File: src/rtl/fifo_rr_write_arbiter_if.sv
// Producer/FIFO write-side bundle for the round-robin write arbiter.
// master: the producers + FIFO side; slave: the arbiter.
interface fifo_rr_write_arbiter_if #(
  parameter int NUM_REQ    = 4,
  parameter int DATA_WIDTH = 8,
  parameter int ID_W       = $clog2(NUM_REQ)
);
  logic [NUM_REQ-1:0]            req_valid;
  logic [NUM_REQ*DATA_WIDTH-1:0] req_data;
  logic [NUM_REQ-1:0]            req_ready;
  logic                          fifo_full;
  logic                          fifo_w_en;
  logic [DATA_WIDTH-1:0]         fifo_wdata;
  logic [ID_W-1:0]               grant_id;

  modport master (
    output req_valid, req_data, fifo_full,
    input  req_ready, fifo_w_en, fifo_wdata, grant_id
  );

  modport slave (
    input  req_valid, req_data, fifo_full,
    output req_ready, fifo_w_en, fifo_wdata, grant_id
  );
endinterface

File: src/rtl/fifo_rr_write_arbiter.sv
// Round-robin arbiter sharing one FIFO write port among NUM_REQ producers.
// A producer that wins keeps the port for up to MAX_BURST consecutive writes
// while it stays valid; a full FIFO stalls without consuming burst credit.
module fifo_rr_write_arbiter #(
  parameter int NUM_REQ    = 4,
  parameter int DATA_WIDTH = 8,
  parameter int MAX_BURST  = 4,
  parameter int ID_W       = $clog2(NUM_REQ)
) (
  input  logic                  clk,
  input  logic                  rst_n,
  fifo_rr_write_arbiter_if.slave bus
);
  localparam int              CNT_W     = $clog2(MAX_BURST + 1);
  localparam logic [CNT_W-1:0] BURST_MAX = CNT_W'(MAX_BURST);
  localparam logic [CNT_W-1:0] CNT_ONE   = CNT_W'(1);
  localparam logic [ID_W-1:0]  LAST_RST  = ID_W'(NUM_REQ - 1);

  logic [ID_W-1:0]  last_ptr_q, last_ptr_d;
  logic [ID_W-1:0]  owner_q, owner_d;
  logic             owner_valid_q, owner_valid_d;
  logic [CNT_W-1:0] burst_cnt_q, burst_cnt_d;

  logic [NUM_REQ-1:0][DATA_WIDTH-1:0] req_words;
  logic                               hold, has_win, xfer;
  logic [ID_W-1:0]                    win;

  assign req_words = bus.req_data;

  // Winner: current owner while its burst lasts, else first valid after last_ptr.
  always_comb begin
    int              idx;
    logic [ID_W-1:0] idx_id;
    idx     = 0;
    idx_id  = '0;
    has_win = 1'b0;
    win     = '0;
    hold    = owner_valid_q && bus.req_valid[owner_q] && (burst_cnt_q < BURST_MAX);
    if (hold) begin
      has_win = 1'b1;
      win     = owner_q;
    end else begin
      // Scan farthest-first so the nearest valid producer overwrites last.
      for (int k = NUM_REQ; k >= 1; k--) begin
        idx    = (int'(last_ptr_q) + k) % NUM_REQ;
        idx_id = ID_W'(idx);
        if (bus.req_valid[idx_id]) begin
          has_win = 1'b1;
          win     = idx_id;
        end
      end
    end
  end

  // Handshake and FIFO write outputs; everything forced quiet during reset.
  always_comb begin
    xfer           = has_win & ~bus.fifo_full & rst_n;
    bus.fifo_w_en  = xfer;
    bus.req_ready  = '0;
    if (xfer) bus.req_ready[win] = 1'b1;
    bus.grant_id   = xfer ? win : '0;
    bus.fifo_wdata = (has_win && rst_n) ? req_words[win] : '0;
  end

  // Next-state: reset, advance on a write, clear ownership when idle, hold on stall.
  always_comb begin
    last_ptr_d    = last_ptr_q;
    owner_d       = owner_q;
    owner_valid_d = owner_valid_q;
    burst_cnt_d   = burst_cnt_q;
    if (!rst_n) begin
      last_ptr_d    = LAST_RST;
      owner_d       = '0;
      owner_valid_d = 1'b0;
      burst_cnt_d   = '0;
    end else if (xfer) begin
      last_ptr_d    = win;
      owner_d       = win;
      owner_valid_d = 1'b1;
      // Only a hold-case win continues the burst; a rotation win restarts it,
      // including the sole-valid owner regaining the port after exhaustion.
      burst_cnt_d   = hold ? burst_cnt_q + CNT_ONE : CNT_ONE;
    end else if (!has_win) begin
      owner_valid_d = 1'b0;
      burst_cnt_d   = '0;
    end
  end

  // State registers (reset is folded into the _d logic).
  always_ff @(posedge clk) begin
    last_ptr_q    <= last_ptr_d;
    owner_q       <= owner_d;
    owner_valid_q <= owner_valid_d;
    burst_cnt_q   <= burst_cnt_d;
  end
endmodule

File: src/flat_wrapper.sv
// flat-port wrapper written by rule: the top's interface ports become plain ports
module fifo_rr_write_arbiter_flat 
#(
  parameter int NUM_REQ    = 4,
  parameter int DATA_WIDTH = 8,
  parameter int MAX_BURST  = 4,
  parameter int ID_W       = $clog2(NUM_REQ)
)
  (clk, rst_n, bus_req_valid, bus_req_data, bus_fifo_full, bus_req_ready, bus_fifo_w_en, bus_fifo_wdata, bus_grant_id);
  fifo_rr_write_arbiter_if #(.NUM_REQ(NUM_REQ), .DATA_WIDTH(DATA_WIDTH), .ID_W(ID_W)) bus_i ();
  input  logic clk;
  input  logic rst_n;
  input wire logic [$bits(bus_i.req_valid)-1:0] bus_req_valid;
  input wire logic [$bits(bus_i.req_data)-1:0] bus_req_data;
  input wire logic [$bits(bus_i.fifo_full)-1:0] bus_fifo_full;
  output wire logic [$bits(bus_i.req_ready)-1:0] bus_req_ready;
  output wire logic [$bits(bus_i.fifo_w_en)-1:0] bus_fifo_w_en;
  output wire logic [$bits(bus_i.fifo_wdata)-1:0] bus_fifo_wdata;
  output wire logic [$bits(bus_i.grant_id)-1:0] bus_grant_id;
  assign bus_i.req_valid = bus_req_valid;
  assign bus_i.req_data = bus_req_data;
  assign bus_i.fifo_full = bus_fifo_full;
  assign bus_req_ready = bus_i.req_ready;
  assign bus_fifo_w_en = bus_i.fifo_w_en;
  assign bus_fifo_wdata = bus_i.fifo_wdata;
  assign bus_grant_id = bus_i.grant_id;
  fifo_rr_write_arbiter #(.NUM_REQ(NUM_REQ), .DATA_WIDTH(DATA_WIDTH), .MAX_BURST(MAX_BURST), .ID_W(ID_W)) u_core (.clk(clk), .rst_n(rst_n), .bus(bus_i));
endmodule
File: config.mk
export PLATFORM = sky130hd
export DESIGN_NAME = fifo_rr_write_arbiter_flat
export DESIGN_NICKNAME = d
export VERILOG_FILES = /design/src/rtl/fifo_rr_write_arbiter_if.sv /design/src/rtl/fifo_rr_write_arbiter.sv /design/src/flat_wrapper.sv
export SDC_FILE = /design/constraint.sdc
export NUM_CORES = 1
export LEC_CHECK = 0
export CORE_ASPECT_RATIO = 0.75
export CORE_MARGIN = 3
export CORE_UTILIZATION = 45
export CTS_BUF_LIST = sky130_fd_sc_hd__clkbuf_8
export DETAILED_ROUTE_END_ITERATION = 7
export PLACE_DENSITY = 0.85
export SYNTH_ARGS = -nofsm -noshare
export SYNTH_HDL_FRONTEND = slang
export SYNTH_SLANG_ARGS = --single-unit
File: constraint.sdc
create_clock -name clk -period 6.6 [get_ports clk]
set_clock_uncertainty 0.2 [all_clocks]
set_input_delay 1.32 -clock clk [delete_from_list [all_inputs] [get_ports clk]]
set_output_delay 1.32 -clock clk [all_outputs]
set_load 0.03 [all_outputs]
==> run_results.csv, run 1 <==
group,metric,value,unit
outcome,status,"finished clean",
sta,finalHoldViolCount,0,
placed_design,placedInstanceArea,1740,µm²
layout,nNetsFinal,254,
power_and_ir_drop,peakVddDrop,0.156,mV
logic_synthesis,syn_inst,170,
clock_network,worstSkewPairLatency,0.23,ns
die,pin_count,54,
die,core,2440,µm²
global_route,met3_usage,1.76,%
detailed_routing,initialDrtViolationCount,134,
die,die_w,66.4,µm
detailed_routing,ant_nets,0,
setup_path,endpoint_kind,"output pin",
logic_synthesis,synth.most_common_cell,"a21oi_1",
clock_network,cts_resized,0,
detailed_routing,finalWirelength,4120,µm
layout,final_area,1780,µm²
logic_synthesis,synth-seq-cells,8,
clock_network,cts_tree,"done",
placed_design,dpl.cell_count,243,
global_route,use_met1,30.8,%
die,die_y,51.3,µm
detailed_routing,dr.pass1.iters,4,
sta,tightest_slew,0.803,ns
sta,min_period,5.99,ns
setup_path,slowest_delay,0.74,ns
die,dieArea,3400,µm²
logic_synthesis,ys_types,45,
logic_synthesis,synthAdderAreaFrac,1.02,%
sta,whs,0.257,ns
power_and_ir_drop,leakage,0.636,nW
setup_path,path_max_fanout,9,
detailed_routing,drc_errors,0,
logic_synthesis,synth_top_area_cell,"dfxtp_1",
placed_design,port_buffers,53,
logic_synthesis,synth_top_family_by_area,"compound AO/OA/AOI/OAI gates",
logic_synthesis,yosys-top-cells-area,"dfxtp_1 (13%), a21oi_1 (6.9%), o311a_1 (6.5%)",
global_route,grt_pass1_vias,1415,
clock_network,root_buffer,"clkbuf_8",
flow_run,cap_violations,0,
logic_synthesis,synth_edf_count,0,
placed_design,gp_congestion,0.781,
min_path,hold_path_class,"register to register",
clock_network,cts_setup_buffers,0,
setup_path,crit_slowest_cell,"or4_1",
logic_synthesis,ys_warn_count,0,
logic_synthesis,synth-compound-area-share,46.4,%
clock_network,postCtsHoldBufs,0,
sta,finalSetupTns,0,ns
sta,relSlewSlack,46.1,%
sta,fin_crit_sh,90.8,%
clock_network,clockBufferDepth,2,
setup_path,arrival,4.47,ns
die,start_util,50.4,%
setup_path,required,5.08,ns
logic_synthesis,async_flop_share,0,%
clock_network,cts.sinks,8,
logic_synthesis,synth_top_area_share,13.0,%
global_route,track_usage,23.3,%
setup_path,crit_type,"input port to output pin",
logic_synthesis,synth_common_cells,"a21oi_1 (17), nand2_1 (13), nand2b_1 (12)",
logic_synthesis,syn_area_per_cell,7.23,µm²
sta,drv_slew,0,
power_and_ir_drop,power_density,167,nW/µm²
logic_synthesis,synth_ff_type,"dfxtp_1",
global_route,grt_max_degree,28,
setup_path,rrSetupSlack,3.93,ns
layout,antenna_cells,0,
clock_network,cts_htree_levels,1,
detailed_routing,wl_per_cell,16.7,µm
detailed_routing,via_per_inst,6.42,
logic_synthesis,yosysSeqAreaShare,13.0,%
global_route,gr-total-overflow,0,
logic_synthesis,yosys.area_share.simple,27.3,%
placed_design,place_hpwl,3130,µm
clock_network,cts.clk_slew.worst_paths,0.04,ns
logic_synthesis,syn-num-nets,210,
logic_synthesis,synth_xor_area_share,0,%
die,rows,15,
logic_synthesis,synth_area,1230,µm²
sta,fin_ws,0.609,ns
logic_synthesis,synth_mux_area_share,2.64,%
layout,drive_gt1_share,8.49,%
sta,setup_viol,0,
setup_path,cp-start-kind,"input port",
setup_path,path_cells,"clkdlybuf4s50_1 -> mux2i_1 -> buf_4 -> o22ai_2 -> or4_1 -> a32oi_1 -> o22ai_1 -> clkdlybuf4s50_1",
setup_path,cp_common_cell,"clkdlybuf4s50_1",
layout,layout.cells.non_filler,246,
global_route,grt-busiest-layer,"met2",
sta,fmaxAchievable,167,MHz
layout,synthToLayoutAreaGrowth,44.9,%
global_route,use_met2,39.9,%
sta,rsz0062_at_grt,"false",
global_route,antenna_found_initial,0,
clock_network,cts_buffers,3,
placed_design,pre_cts_ws,0.723,ns
detailed_routing,vias,1579,
global_route,grt_pass1_wl,6330,µm
[state kept, by name (all words and copies together), names as in the netlist]
signal	count
u_core.owner_q	2
u_core.owner_valid_q	1
u_core.last_ptr_q	2
u_core.burst_cnt_q	3
[per-stage QoR]
step,utilization [%],total power (W)
after global routing,73.0,0.000314
after global placement,71.3,0.000235
final,73.0,0.000298
after floorplan,-,0.000174
after CTS,73.0,0.000296
after detailed placement,71.3,0.000238
[final cells by class]
type | instances | area [µm²]
Inverter | 5 | 18.8
Tap cell | 34 | 42.5
Clock buffer | 3 | 41.3
Multi-Input combinational cell | 138 | 951
Fill cell | 189 | 658
Timing Repair Buffer | 58 | 568
Sequential cell | 8 | 160
[kinds of logic after synthesis]
logic type	after synthesis
fa+ha+maj	1
compound gates	73
flops	8
buf+inv	24
mux	2
simple gates	62
[power by group]
group	switching, W	leakage [nW]	internal (W)
registers	0.00000503	0.0660	0.0000523
clock network	0.0000181	0.0216	0.0000394
logic	0.000101	0.549	0.0000816
total	0.000125	0.636	0.000173
[cell usage in the layout (no fill, tap or decap), drive strengths merged, types with 2 or more instances in the layout]
cell type,synthesis,final
mux2i,2,2
o22ai,9,9
o311a,8,8
buf,13,5
nand2b,12,12
o21a,8,8
nor2,8,8
a21o,2,2
and3,2,2
a32oi,8,8
dfxtp,8,8
nand4b,2,2
o221ai,9,9
nor3,12,12
clkdlybuf4s50,0,53
o21ai,2,2
inv,5,5
clkbuf,6,3
a21oi,18,18
nand2,13,13
nor4,8,8
[worst max-delay path: cells and delay by family]
kind                   cells  cell delay, ns
buffers and inverters      3            1.39
multiplexers               1            0.50
AO/OA/AOI/OAI              3            0.52
AND/OR/NAND/NOR            1            0.74
[worst paths after layout]
check / from / endpoint / depth (start not counted)
min: u_core.burst_cnt_q[1] / u_core.burst_cnt_q[1] / 2
max: bus_req_valid[2] / bus_fifo_wdata[1] / 8
min reg2reg: u_core.burst_cnt_q[1] / u_core.burst_cnt_q[1] / 2
max reg2reg: u_core.owner_q[0] / u_core.last_ptr_q[0] / 6
[routing by layer]
layer	part of all wire (%)	vias up
li1	-	766
met4	0.85	0
met2	48	69
met5	0	-
met3	6.7	4
met1	45	740
Power figures use the tool's default switching activity.
==> run 2: changes to the inputs <==
- clock period: 6.6 -> 7.3 ns (I/O delays scaled with it)
==> run 2 against run 1 <==
Compared with the run above: die area is the same; setup slack better by 0.53 ns; routed wire length down 2.4%; combinational power decreased by 12%; sequential power decreased by 4.2%; non-clock buffer count shrank 2; critical path depth fell by 1; utilization shrank 0.62 points; flip-flop and latch count unchanged; global-route usage grew 0.15 points; highest routed layer unchanged.
==> run_results.csv, run 2 (same netlist as run 1, synthesis figures left out) <==
group,metric,value,unit
layout,mostFrequentLayoutCells,"clkdlybuf4s50_1 (53), a21oi_1 (17), nand2_1 (13)",
detailed_routing,finalWirelength,4020,µm
detailed_routing,dr.max_layer_used,"met4",
detailed_routing,wl_met1,1800,µm
detailed_routing,drc_errors,0,
global_route,grt_pass1_wl,6450,µm
power_and_ir_drop,seqPwrFrac,20.5,%
power_and_ir_drop,combPwrFrac,60.2,%
power_and_ir_drop,switching_share,41.8,%
detailed_routing,wl_met3,320,µm
flow_run,cap_violations,0,
power_and_ir_drop,peakVddDrop,0.126,mV
setup_path,arrival,4.50,ns
sta,rsz0062_at_grt,"false",
setup_path,path_max_fanout,21,
clock_network,cts_resized,0,
clock_network,root_buffer,"clkbuf_8",
min_path,hold_path_class,"register to register",
global_route,grt_pass1_vias,1437,
die,core,2440,µm²
setup_path,crit_type,"input port to output pin",
die,dieArea,3400,µm²
sta,finalHoldViolCount,0,
layout,n_fill_cell,215,
detailed_routing,initialDrtViolationCount,135,
global_route,antenna_found_initial,0,
detailed_routing,via_per_inst,6.39,
placed_design,port_buffers,53,
die,pin_count,54,
layout,nNetsFinal,252,
power_and_ir_drop,power_density,152,nW/µm²
detailed_routing,wl_met2,1870,µm
setup_path,cp-start-kind,"input port",
outcome,status,"finished clean",
clock_network,clockBufferDepth,2,
power_and_ir_drop,switchingPower,0.000112,W
die,die_y,51.3,µm
power_and_ir_drop,leakage,0.626,nW
detailed_routing,dr.pass1.iters,4,
clock_network,cts_htree_levels,1,
setup_path,endpoint_kind,"output pin",
placed_design,gp_congestion,0.864,
sta,finalSetupTns,0,ns
detailed_routing,wl_per_cell,16.5,µm
layout,largestRegisters,"u_core.burst_cnt_q: 3 flops, u_core.last_ptr_q: 2 flops, u_core.owner_q: 2 flops",
layout,synthToLayoutAreaGrowth,43.6,%
layout,final_common_cell,"clkdlybuf4s50_1",
clock_network,cts.clk_slew.worst_paths,0.04,ns
clock_network,cts_setup_buffers,0,
clock_network,cts_tree,"done",
sta,fmaxAchievable,162,MHz
detailed_routing,ant_nets,0,
placed_design,placedInstanceArea,1730,µm²
layout,final_area,1770,µm²
sta,drv_slew,0,
clock_network,cts_buffers,3,
sta,min_period,6.16,ns
layout,drive_gt1_share,7.62,%
detailed_routing,vias,1560,
clock_network,cts.sinks,8,
die,rows,15,
layout,top_register,"u_core.burst_cnt_q",
layout,antenna_cells,0,
global_route,track_usage,23.4,%
setup_path,required,5.64,ns
sta,setup_viol,0,
clock_network,postCtsHoldBufs,0,
power_and_ir_drop,internal-power,0.000156,W
die,start_util,50.4,%
global_route,gr-total-overflow,0,
sta,fin_crit_sh,84.4,%
die,die_w,66.4,µm
layout,largest_reg_flops,3,
sta,tightest_slew,1.09,ns
clock_network,worstSkewPairLatency,0.23,ns
global_route,grt_max_degree,30,
placed_design,place_hpwl,3020,µm
layout,final_util,72.4,%
sta,relSlewSlack,26.9,%
power_and_ir_drop,pwr-share-clk,19.3,%
run 2: cell types whose count changed in the layout (fill, tap and decap cells not counted), sizes merged:
cell,previous run,this run
buf,5,3
run 2: worst paths after layout:
check                          end  slack, ns  depth (start not counted)                  start
min          u_core.burst_cnt_q[1]       0.25                          2  u_core.burst_cnt_q[1]
min reg2reg  u_core.burst_cnt_q[1]       0.25                          2  u_core.burst_cnt_q[1]
max reg2reg      u_core.owner_q[0]       4.11                          5      u_core.owner_q[0]
max              bus_fifo_wdata[4]       1.14                          7       bus_req_valid[0]
run 2: area by class of cell:
type | count | area [µm²] | area share, %
flip-flops and latches | 8 | 160 | 9.07
multi-input cells | 138 | 951 | 53.8
inverters | 5 | 18.8 | 1.06
repair buffers | 56 | 553 | 31.3
clock buffers | 3 | 41.3 | 2.34
well taps | 34 | 42.5 | 2.41
run 2: worst max-delay path, cell delays in order:
cell,delay (ns)
clkdlybuf4s50_1,0.55
mux2i_4,0.40
o22a_1,0.68
o31ai_2,0.33
a32oi_1,0.33
o22ai_1,0.12
clkdlybuf4s50_1,0.62
run 2: power by group through the flow:
stage	clock (W)	sequential, W	combinational (W)
final	0.0000516	0.0000549	0.000161
after global routing	0.0000557	0.0000555	0.000173
after CTS	0.0000531	0.0000548	0.000160
after detailed placement	0	0.0000553	0.000159
after global placement	0	0.0000549	0.000156
after floorplan	0	0.0000496	0.000108
run 2: per-layer routing:
metal  global-route usage, %  up-vias
met5                       0        -
met4                    7.43        0
met1                    32.7      721
li1                        -      759
met3                    3.30        7
met2                    36.9       73
run 2: metrics by stage:
stage	total power [W]	hold WS, ns	setup slack, ns	cells
global route	0.000284	0.286	0.929	244
floorplan	0.000158	0.233	2.43	170
global placement	0.000211	0.245	1.27	241
CTS	0.000267	0.259	1.19	244
finish	0.000268	0.255	1.14	244
detailed placement	0.000214	0.254	1.22	241
==> run 3: changes to the inputs <==
- CORE_UTILIZATION: 45 -> 39
- PLACE_DENSITY: 0.85 -> 0.78
- clock period: 7.3 -> 5.17 ns (I/O delays scaled with it)
==> run 3 against run 2 <==
Compared with the run above: clock-buffer cell count unchanged; routed wire length increased by 1.4%; first-iteration DRC count shrank 27%; setup slack lost 0.91 ns; critical path depth grew 1; total power grew 47%; register-to-register slack got worse by 1.3 ns; design area rose by 3.8%; critical endpoint is now bus_fifo_wdata[2].
==> run_results.csv, run 3 (same netlist as run 1, synthesis figures left out) <==
group,metric,value,unit
clock_network,cts.clk_slew.worst_paths,0.04,ns
global_route,gr-total-overflow,0,
detailed_routing,wl_per_cell,15.9,µm
clock_network,postCtsHoldBufs,0,
power_and_ir_drop,leakage,0.681,nW
setup_path,endpoint_kind,"output pin",
layout,synthToLayoutAreaGrowth,49.1,%
clock_network,cts_htree_levels,1,
detailed_routing,dr.pass1.iters,4,
detailed_routing,finalWirelength,4080,µm
global_route,grt_max_degree,18,
layout,top_register,"u_core.burst_cnt_q",
detailed_routing,vias,1548,
power_and_ir_drop,switching_share,42.0,%
die,die_w,70.8,µm
global_route,met3_usage,5.69,%
placed_design,place_hpwl,3020,µm
setup_path,arrival,3.71,ns
power_and_ir_drop,peakVddDrop,0.211,mV
min_path,hold_path_class,"register to register",
layout,antenna_cells,0,
die,rows,16,
clock_network,clockBufferDepth,2,
clock_network,cts_tree,"done",
clock_network,cts_setup_buffers,0,
power_and_ir_drop,power_density,215,nW/µm²
outcome,status,"finished clean",
sta,finalHoldViolCount,0,
sta,min_period,4.94,ns
power_and_ir_drop,internal-power,0.000228,W
global_route,use_met1,27.3,%
detailed_routing,ant_nets,0,
sta,fin_crit_sh,95.6,%
global_route,grt_pass1_wl,6600,µm
sta,whs,0.265,ns
setup_path,cp-start-kind,"input port",
layout,layout.cells.non_filler,256,
sta,drv_slew,0,
detailed_routing,drc_errors,0,
clock_network,worstSkewPairLatency,0.23,ns
layout,largest_reg_flops,3,
power_and_ir_drop,p_total,0.000394,W
sta,setup_viol,0,
global_route,antenna_found_initial,0,
sta,fin_ws,0.226,ns
detailed_routing,initialDrtViolationCount,98,
placed_design,pre_cts_ws,0.253,ns
die,dieArea,3870,µm²
sta,finalSetupTns,0,ns
detailed_routing,via_per_inst,6.05,
global_route,track_usage,21.3,%
power_and_ir_drop,seqPwrFrac,18.9,%
sta,tightest_slew,0.499,ns
die,die_y,54.6,µm
layout,final_common_cell,"clkdlybuf4s50_1",
global_route,grt_pass1_vias,1488,
layout,drive_gt1_share,13.6,%
setup_path,path_max_fanout,10,
placed_design,dpl.cell_count,253,
power_and_ir_drop,pwr-share-clk,19.7,%
clock_network,root_buffer,"clkbuf_8",
flow_run,cap_violations,0,
die,pin_count,54,
layout,largestRegisters,"u_core.burst_cnt_q: 3 flops, u_core.last_ptr_q: 2 flops, u_core.owner_q: 2 flops",
sta,relSlewSlack,66.6,%
power_and_ir_drop,switchingPower,0.000165,W
die,core,2800,µm²
sta,fmaxAchievable,202,MHz
placed_design,port_buffers,53,
clock_network,cts_buffers,3,
layout,nNetsFinal,262,
clock_network,cts.sinks,8,
setup_path,crit_type,"input port to output pin",
global_route,use_met2,36.0,%
clock_network,cts_resized,0,
die,start_util,43.9,%
power_and_ir_drop,combPwrFrac,61.4,%
layout,mostFrequentLayoutCells,"clkdlybuf4s50_1 (49), a21oi_1 (17), buf_4 (17)",
global_route,grt-busiest-layer,"met2",
sta,rsz0062_at_grt,"false",
placed_design,gp_congestion,0.791,
setup_path,required,3.94,ns
-- run 3: cell types whose count changed in the layout (fill, tap and decap cells not counted) --
cell	change
clkdlybuf4s50_1	-4
buf_4	+14
-- run 3: layout make-up --
cell class	instances	area, µm²
fill	234	968
multi-input combinational	138	951
sequential	8	160
inverter	5	18.8
clock buffer	3	41.3
tap	36	45.0
timing repair buffer	66	618
-- run 3: path summary, 6_finish.rpt --
kind / from / to / slack, ns / depth (start not counted)
setup / recovery: bus_req_valid[0] / bus_fifo_wdata[2] / 0.23 / 8
hold / removal: u_core.burst_cnt_q[1] / u_core.burst_cnt_q[1] / 0.27 / 2
setup reg to reg: u_core.owner_q[0] / u_core.last_ptr_q[0] / 2.79 / 5
hold reg to reg: u_core.burst_cnt_q[1] / u_core.burst_cnt_q[1] / 0.27 / 2
-- run 3: layer usage --
layer | up-vias | share of wire [%]
li1 | 779 | -
met1 | 683 | 46
met2 | 80 | 43
met3 | 6 | 9.7
met4 | 0 | 1.5
met5 | - | 0
-- run 3: power groups by stage --
stage	registers, W	logic [W]	clock network [W]
CTS	0.0000743	0.000241	0.0000789
finish	0.0000746	0.000242	0.0000775
global placement	0.0000746	0.000235	0
global route	0.0000753	0.000261	0.0000828
floorplan	0.0000700	0.000152	0
detailed placement	0.0000752	0.000240	0
-- run 3: through the flow --
step / utilization, % / area, µm²
CTS: 65.4 / 1830
detailed placement: 64.0 / 1790
global placement: 64.0 / 1790
floorplan: - / 1230
global route: 65.4 / 1830
finish: 65.4 / 1830
-- run 3: critical path: stages --
cell and delay, ns:
clkdlybuf4s50_1 0.67, mux2i_4 0.12, buf_4 0.19, o221ai_2 0.18
a21oi_1 0.10, or3_1 0.47, o22ai_1 0.21, clkdlybuf4s50_1 0.73
